**src/rtl/spi_ram_pkg.sv**
```systemverilog
// Shared opcodes, FSM encoding and default geometry for the SPI-attached RAM.
package spi_ram_pkg;
   localparam int DEF_MEM_DEPTH = 256;
   localparam int DEF_ADDR_SIZE = 8;
   localparam int DEF_TX_HOLD   = 9;

   typedef enum logic [1:0] {
      OP_WR_ADDR = 2'b00,
      OP_WR_DATA = 2'b01,
      OP_RD_ADDR = 2'b10,
      OP_RD_DATA = 2'b11
   } opcode_e;

   typedef enum logic {
      ST_IDLE    = 1'b0,
      ST_TX_HOLD = 1'b1
   } state_e;
endpackage

```
**src/rtl/spi_ram_if.sv**
```systemverilog
// Command/response bundle between spi_slave (master side) and spi_ram (slave side).
interface spi_ram_if;
   logic [9:0] din;
   logic       rx_valid;
   logic [7:0] dout;
   logic       tx_valid;

   modport master (output din, rx_valid, input dout, tx_valid);
   modport slave  (input din, rx_valid, output dout, tx_valid);
endinterface

```
**src/rtl/spi_ram_array.sv**
```systemverilog
// Single-port byte RAM, synchronous write and registered read; contents are not reset.
module spi_ram_array #(
   parameter int MEM_DEPTH = spi_ram_pkg::DEF_MEM_DEPTH,
   parameter int ADDR_SIZE = spi_ram_pkg::DEF_ADDR_SIZE
) (
   input  logic                 clk,
   input  logic                 we,
   input  logic                 re,
   input  logic [ADDR_SIZE-1:0] addr,
   input  logic [7:0]           wdata,
   output logic [7:0]           rdata
);
   logic [7:0] mem [MEM_DEPTH];

   always_ff @(posedge clk) begin
      if (we) mem[addr] <= wdata;
      if (re) rdata <= mem[addr];
   end
endmodule

```
**src/rtl/spi_ram.sv**
```systemverilog
// Edge-accepted command decoder, address registers and TX_HOLD FSM around spi_ram_array.
// Optional feature: SPI_RAM_AUTOINC_EN post-increments wr_addr/rd_addr on data accesses.
module spi_ram
   import spi_ram_pkg::*;
#(
   parameter int MEM_DEPTH = DEF_MEM_DEPTH,
   parameter int ADDR_SIZE = DEF_ADDR_SIZE,
   parameter int TX_HOLD   = DEF_TX_HOLD
) (
   input  logic     clk,
   input  logic     rst_n,
   spi_ram_if.slave bus
);
   logic                 rx_valid_q, accept, we, re, rd_seen;
   opcode_e              op;
   logic [ADDR_SIZE-1:0] wr_addr, rd_addr, addr;
   logic [7:0]           rdata;
   state_e               state, state_nx;
   logic [3:0]           hold_cnt, cnt_nx;

   assign op     = opcode_e'(bus.din[9:8]);
   assign accept = bus.rx_valid & ~rx_valid_q;
   assign we     = accept && (op == OP_WR_DATA);
   assign re     = accept && (op == OP_RD_DATA);
   assign addr   = (op == OP_WR_DATA) ? wr_addr : rd_addr;

   spi_ram_array #(.MEM_DEPTH(MEM_DEPTH), .ADDR_SIZE(ADDR_SIZE)) u_array (
      .clk(clk), .we(we), .re(re), .addr(addr), .wdata(bus.din[7:0]), .rdata(rdata)
   );

   always_ff @(posedge clk) begin
      if (!rst_n) begin
         rx_valid_q <= 1'b0;
         wr_addr    <= '0;
         rd_addr    <= '0;
         rd_seen    <= 1'b0;
      end else begin
         rx_valid_q <= bus.rx_valid;
         if (accept) begin
            case (op)
               OP_WR_ADDR: wr_addr <= bus.din[ADDR_SIZE-1:0];
               OP_RD_ADDR: rd_addr <= bus.din[ADDR_SIZE-1:0];
               OP_WR_DATA: begin
`ifdef SPI_RAM_AUTOINC_EN
                  wr_addr <= wr_addr + ADDR_SIZE'(1);
`endif
               end
               OP_RD_DATA: begin
                  rd_seen <= 1'b1;
`ifdef SPI_RAM_AUTOINC_EN
                  rd_addr <= rd_addr + ADDR_SIZE'(1);
`endif
               end
            endcase
         end
      end
   end

   always_ff @(posedge clk) begin
      if (!rst_n) begin
         state    <= ST_IDLE;
         hold_cnt <= '0;
      end else begin
         state    <= state_nx;
         hold_cnt <= cnt_nx;
      end
   end

   // Any non-read command accepted while holding cuts the response short.
   always_comb begin
      state_nx = state;
      cnt_nx   = hold_cnt;
      if (re) begin
         state_nx = ST_TX_HOLD;
         cnt_nx   = 4'(TX_HOLD - 1);
      end else if (state == ST_TX_HOLD) begin
         if (accept || hold_cnt == 4'd0) begin
            state_nx = ST_IDLE;
            cnt_nx   = '0;
         end else begin
            cnt_nx = hold_cnt - 4'd1;
         end
      end
   end

   // rdata only moves on a read, so gating it with rd_seen gives a resettable, stable dout.
   always_comb begin
      bus.tx_valid = (state == ST_TX_HOLD);
      bus.dout     = rd_seen ? rdata : 8'h00;
   end
endmodule

```
**src/flat_wrapper.sv**
```systemverilog
// flat-port wrapper written by rule: the top's interface ports become plain ports
module spi_ram_flat import spi_ram_pkg::*;
#(
   parameter int MEM_DEPTH = DEF_MEM_DEPTH,
   parameter int ADDR_SIZE = DEF_ADDR_SIZE,
   parameter int TX_HOLD   = DEF_TX_HOLD
)
  (clk, rst_n, bus_din, bus_rx_valid, bus_dout, bus_tx_valid);
  spi_ram_if bus_i ();
  input  logic clk;
  input  logic rst_n;
  input wire logic [$bits(bus_i.din)-1:0] bus_din;
  input wire logic [$bits(bus_i.rx_valid)-1:0] bus_rx_valid;
  output wire logic [$bits(bus_i.dout)-1:0] bus_dout;
  output wire logic [$bits(bus_i.tx_valid)-1:0] bus_tx_valid;
  assign bus_i.din = bus_din;
  assign bus_i.rx_valid = bus_rx_valid;
  assign bus_dout = bus_i.dout;
  assign bus_tx_valid = bus_i.tx_valid;
  spi_ram #(.MEM_DEPTH(MEM_DEPTH), .ADDR_SIZE(ADDR_SIZE), .TX_HOLD(TX_HOLD)) u_core (.clk(clk), .rst_n(rst_n), .bus(bus_i));
endmodule
```
**config.mk**
```make
export PLATFORM = sky130hd
export DESIGN_NAME = spi_ram_flat
export DESIGN_NICKNAME = d
export VERILOG_FILES = /design/src/rtl/spi_ram_pkg.sv /design/src/rtl/spi_ram_if.sv /design/src/rtl/spi_ram_array.sv /design/src/rtl/spi_ram.sv /design/src/flat_wrapper.sv
export SDC_FILE = /design/constraint.sdc
export NUM_CORES = 2
export LEC_CHECK = 0
export BUFFER_PORTS_ARGS = -buffer_cell sky130_fd_sc_hd__buf_2
export CAP_MARGIN = 20
export CELL_PAD_IN_SITES_DETAIL_PLACEMENT = 1
export CELL_PAD_IN_SITES_GLOBAL_PLACEMENT = 2
export CORE_MARGIN = 2
export CORE_UTILIZATION = 53
export CTS_CLUSTER_DIAMETER = 30
export DETAILED_ROUTE_END_ITERATION = 16
export GPL_ROUTABILITY_DRIVEN = 0
export GPL_TIMING_DRIVEN = 1
export PLACE_DENSITY = 0.83
export SKIP_CTS_REPAIR_TIMING = 1
export SLEW_MARGIN = 20
export SYNTH_ARGS = -nofsm -noshare
export SYNTH_HDL_FRONTEND = slang
export SYNTH_SLANG_ARGS = --single-unit
```
**constraint.sdc**
```tcl
create_clock -name clk -period 5.85 [get_ports clk]
set_input_delay 0.585 -clock clk [delete_from_list [all_inputs] [get_ports clk]]
set_output_delay 0.585 -clock clk [all_outputs]
set_load 0.05 [all_outputs]
```
# Word-level counts from Yosys, hierarchy flattened
# Memory sizes are Yosys's and may differ from the RTL's. A register that Yosys moved wholly into a read port is not among the register bits.
# Cells that the tools add are included.
word_totals:
  reg_bits: 23
  latchBits: 0
  ramBits: 2048
  romBits: 0
  inputBits: 13
  output_inout_bits: 9
  wordCells: 35
  memories: 1
classes:
  add_sub_neg: 1
  multipliers: 0
  div_mod_pow: 0
  magnitude_cmp: 0
  eq_ne: 3
  shifts: 0
  muxes: 10
  n_bitwise: 3
  n_reduce_logical: 10
memory_table:
  columns: ["name", "words", "width", "read_ports", "rd_clocked_by_memory_dff", "write_ports", "line_no", "source"]
  rows:
  - ["u_core.u_array.mem", 256, 8, 1, 1, 1, "spi_ram_array.sv:13", "logic [7:0] mem [MEM_DEPTH];"]
ops:
  columns: ["op", "count"]
  rows:
  - ["two-way mux 8 bit", 2]
  - ["two-way mux 4 bit", 3]
  - ["AND reduction 2 bit", 3]
  - ["two-way mux 1 bit", 5]
  - ["equality test 2 bit, second input constant", 2]
  - ["logical NOT 4 bit", 1]
  - ["subtractor 4 x 1 -> 4 bit, second input constant", 1]
  - ["equality test 2 x 1 -> 1 bit, second input constant", 1]
  - ["logical AND 1 bit", 2]
  - ["logical NOT 2 bit", 1]
  - ["inverter 1 bit", 2]
  - ["nonzero test 2 bit", 1]
  - ["OR reduction 2 bit", 1]
  - ["AND 1 bit", 1]
  - ["logical OR 1 bit", 1]

# Logic depth before layout (Yosys ltp)
logic_depth:
  depth_word: 6
  ltp_mapped: 13
  ltp_nobuf: 8

# Cells and area by module
# From an unflattened synthesis, not the netlist that was laid out.
hier_totals:
  cells_unflattened: 3663
  hier_area_um2: 79675.2
by_module_without_submodules:
  columns: ["mod", "n_inst", "cells_each", "area_per_inst_um2", "seq_area_each_um2"]
  rows:
  - ["spi_ram_array", 1, 3547, 78572.9, 61739.2]
  - ["spi_ram", 1, 116, 1102.3, 460.4]

# Least setup slack after synthesis
# No wires, ideal clock.
synth_path:
  path_type: "in2reg"
  startpoint: "input port bus_din[8]"
  endpoint: "register u_core.u_array.rdata[5] (read register of u_core.u_array.mem) (data pin)"
  setup_ps: 263
  t_arrival_ps: 2742
  required_time_ps: 5587
  slack_ps: 2845
  path_stages: 12
  n_path_buf: 5
  cell_sequence: "buf_2 -> nand2b_1 -> buf_6 -> a31o_1 -> buf_2 -> clkbuf_1 -> clkbuf_1 -> a221oi_1 -> o22ai_1 -> nor4_1 -> nand2_1 -> a2111o_1"
synth_via:
  elab_chain_cells: 2
  elab_cells_between_ends: 4
  cone_classes: "eq/ne: 2; mux: 1; reduce/logical: 1"
synth_lines:
  columns: ["item", "line_no", "source"]
  rows:
  - ["from (decl)", "flat_wrapper.sv:12", "input wire logic [$bits(bus_i.din)-1:0] bus_din;"]
  - ["equality test 2 x 1 -> 1 bit / equality test 2 bit (equally long branches)", "spi_ram.sv:25, spi_ram.sv:24", null]
  - ["two-way mux 8 bit / logical AND 1 bit (equally long branches)", "spi_ram.sv:25, spi_ram.sv:24", null]
  - ["to (decl)", "spi_ram_array.sv:11", "output logic [7:0] rdata"]
# Several ways; a longest one is shown, not always the timed one.
# A chain may end at the register's enable or synchronous reset.

# Worst setup path after layout
layout_path:
  startpoint: "input port bus_din[9]"
  endpoint: "register u_core.u_array.rdata[1] (read register of u_core.u_array.mem) (data pin)"
# Same word-level chain as after synthesis.

==> metrics.md <==
| Metric | Value |
|---|---|
| Synth Cell Area | 0.07683 mm^2 |
| Initial Util | 0.5342 |
| # IOs | 22 |
| Post-layout minimum cycle time | 4.749 ns |
| Max FO, Critical Path | 54 |
| Nets | 4492 |
| First-pass GRT wire length | 355500 um |
| Final ANT Viol Nets | 0 |
| Placed Cells | 5976 |
| DRC | 0 |
| Die area | 0.1480 mm^2 |
| CTS tree | yes |
| Cell Rows | 139 |
| Clock Skew | 0.07589 ns |
| Number of synthesized flops with an enable pin | 2056 |
| Gr usage total | 0.3325 |
| TNS Setup | 0 ns |
| Final hold vios | 0 |
| CP Capture Type | flip-flop |
| Final non-filler cell total | 6699 |
| Clock Tree Root | clkbuf_16 |
| Synth Flop Type | edfxtp_1 |
| Vias | 47360 |
| Layout cell share with drive strength beyond 1 | 0.1735 |
| Critical path class | in -> reg |
| Slew @ Worst Pin | 1.267 ns |
| Synth async-reset ratio | 0 |
| Cell taking the most area after synthesis | edfxtp_1 |
| Seq cells post-synth | 2079 |
| Core area | 0.1438 mm^2 |
| Initial antenna violation count | 7 |
| Pin count of the biggest net entering global routing | 209 |
| Clock Path Buffers | 4 |
| Rel. slew slack | 0.1526 |
| Leakage | 29.70 nW |
| Final WL | 246400 um |
| Layout area overhead | 21.19% |
| Sequential element share of the synthesized area | 0.8096 |
| Total gr overflow | 0 |
| Worst reg2reg path depth | 10 |
| Avg WL per Cell | 36.79 um |
| Synth area leaders | edfxtp_1 80%, a221oi_1 5.8%, a22o_1 5.8% |
| Gate Count Post-Synth | 4221 |
| Startpoint types | input port |
| Worst-skew pair later-pin latency | 0.96 ns |
| Port Buffer Count | 21 |
| Via density per instance | 7.070 |
| WP data arrival | 5.42 ns |
| Reg-to-reg critical path startpoint | u_core.wr_addr[1] |
| CTS buffer count | 400 |
| DP HPWL | 129200 um |
| Worst-path clk slew | 0.05 ns |
| Initial drt markers | 6379 |
| Hold path cells | 1 |
| Final setup viols | 0 |
| Max cap viols | 0 |
| Top-area cell type share of the netlist area | 0.8036 |
| Hold Crit Class | in -> reg |
| Unrepaired setup endpoints after global routing | no |
| Vias in the first global route | 49560 |
| Maximum vdd drop | 0.3354 mV |
| ANT cells | 0 |
| Register-to-register setup slack | 1.13 ns |
| Drt first pass iters | 7 |
| Status | complete, no violations |
| Synth unique cells | 45 |
| Critical R2R Capture | u_core.u_array.rdata[1] |
| Syn. warnings | 0 |
| Worst hold start | bus_din[0] |
| Chip Height | 384.7 um |
| Post-synthesis average cell area | 18.20 um^2 |
| Post-Synthesis Net Count | 4235 |
| Die width | 384.7 um |
| Fmax | 210.6 MHz |
| Hold Path Sink | u_core.u_array.mem[11][0] |
| Worst Path Required | 6.52 ns |
| Final worst path period share | 0.8118 |
| CTS Sinks | 2079 |
| H-tree levels | 5 |
| Pwr/cell area | 439.2 mW/mm^2 |
| Pins Over Slew Limit | 0 |
-- sequential cells by signal (all words and copies together) (netlist names) --
register              cells
u_core.u_array.mem     2048
u_core.hold_cnt           4
u_core.rx_valid_q         1
u_core.wr_addr            8
u_core.rd_addr            8
u_core.u_array.rdata      8
u_core.bus.tx_valid       1
u_core.rd_seen            1
-- placed cells by master (no fill, tap or decap), drive strengths merged, types with 2 or more instances in the layout --
cell,instances
a22o,512
nor2,259
nand3b,3
nor2b,3
nor4,64
and3,2
a21oi,17
o21ai,5
o31ai,7
or3,4
inv,51
nor3b,2
edfxtp,2056
nor3,4
clkbuf,444
dfxtp,23
nand2,96
nand2b,3
bufinv,60
clkinvlp,45
buf,170
o22ai,257
nand3,6
a31o,4
a221oi,512
and2,9
o21a,2
clkinv,129
a2111o,8
a21boi,26
-- layer usage --
layer / GRT usage / vias to the layer above / share of wire
met3: 0.07499 / 705 / 0.093
met4: 0.1539 / 10 / 0.047
met5: 0 / - / 0.00027
li1: - / 18730 / -
met1: 0.4250 / 24660 / 0.37
met2: 0.5445 / 3259 / 0.49
-- per-stage QoR --
stage               setup WS (ns)  instance area (um^2)  utilization  hold slack (ns)  total power (W)
global placement           0.5161                 79520       0.5529           0.4758          0.01775
CTS                         1.231                 93040       0.6469          -0.1245          0.04093
global route                1.153                 93110       0.6474          0.04196          0.04161
detailed placement         0.3793                 79530       0.5529           0.4845          0.01779
floorplan                   2.845                 76830            -           0.4551          0.01721
finish                      1.101                 93110       0.6474          0.07077          0.04089
-- critical path: stages --
cell      delay, ns
buf_2          0.16
nand2b_1       0.59
a31o_4         0.76
buf_12         0.31
buf_4          0.24
a22o_1         0.27
a221oi_1       0.50
o22ai_1        0.21
nor4_1         0.91
nand2_1        0.32
a2111o_1       0.49
-- how the worst max path moves through the flow --
stage                 startpoint                       to  depth (start not counted)
2_1_floorplan         bus_din[8]  u_core.u_array.rdata[5]                         12
3_3_place_gp          bus_din[9]  u_core.u_array.rdata[1]                         11
3_5_place_dp          bus_din[9]  u_core.u_array.rdata[1]                         11
4_1_cts        u_core.wr_addr[1]  u_core.u_array.rdata[1]                         10
5_1_grt               bus_din[9]  u_core.u_array.rdata[1]                         11
6_report              bus_din[9]  u_core.u_array.rdata[1]                         11
-- cell usage after synthesis, drive strengths merged, types with 2 or more instances --
master,number
nand2b,3
a221oi,512
edfxtp,2056
inv,9
nand2,96
nor3,4
or3,4
nor3b,2
a2111o,8
and3,2
a21oi,17
o21a,2
and2,9
a22o,512
a21boi,26
nand3b,3
o21ai,5
buf,130
a31o,4
o31ai,7
o22ai,257
nor2b,3
nor4,64
clkbuf,186
nor2,259
dfxtp,23
nand3,6
-- report_power, final --
part	total (W)	leakage (nW)	internal, W	switching [W]
clock	0.0233	6.49	0.0153	0.00804
sequential	0.0164	18.7	0.0164	0.00000888
combinational	0.00115	4.56	0.000326	0.000829
-- cell type report --
cell class / count / area (um^2)
clock buffers: 444 / 10250
clock inverters: 276 / 3266
fillers: 11740 / 50720
inverters: 9 / 33.78
multi-input cells: 1817 / 13220
flip-flops and latches: 2079 / 62200
well taps: 1903 / 2381
repair buffers: 171 / 1758
-- cells by family after synthesis --
| kind of cell | after synthesis | share of synthesized area |
|---|---|---|
| muxes | 2 | 0.0003257 |
| DFF | 2079 | 0.8096 |
| and+or+nand+nor | 461 | 0.02609 |
| buffers and inverters | 325 | 0.01935 |
| adders and majority gates | 1 | 0.0001628 |
| AOI/OAI and AO/OA | 1353 | 0.1445 |
(Power assumes the default switching activity.)
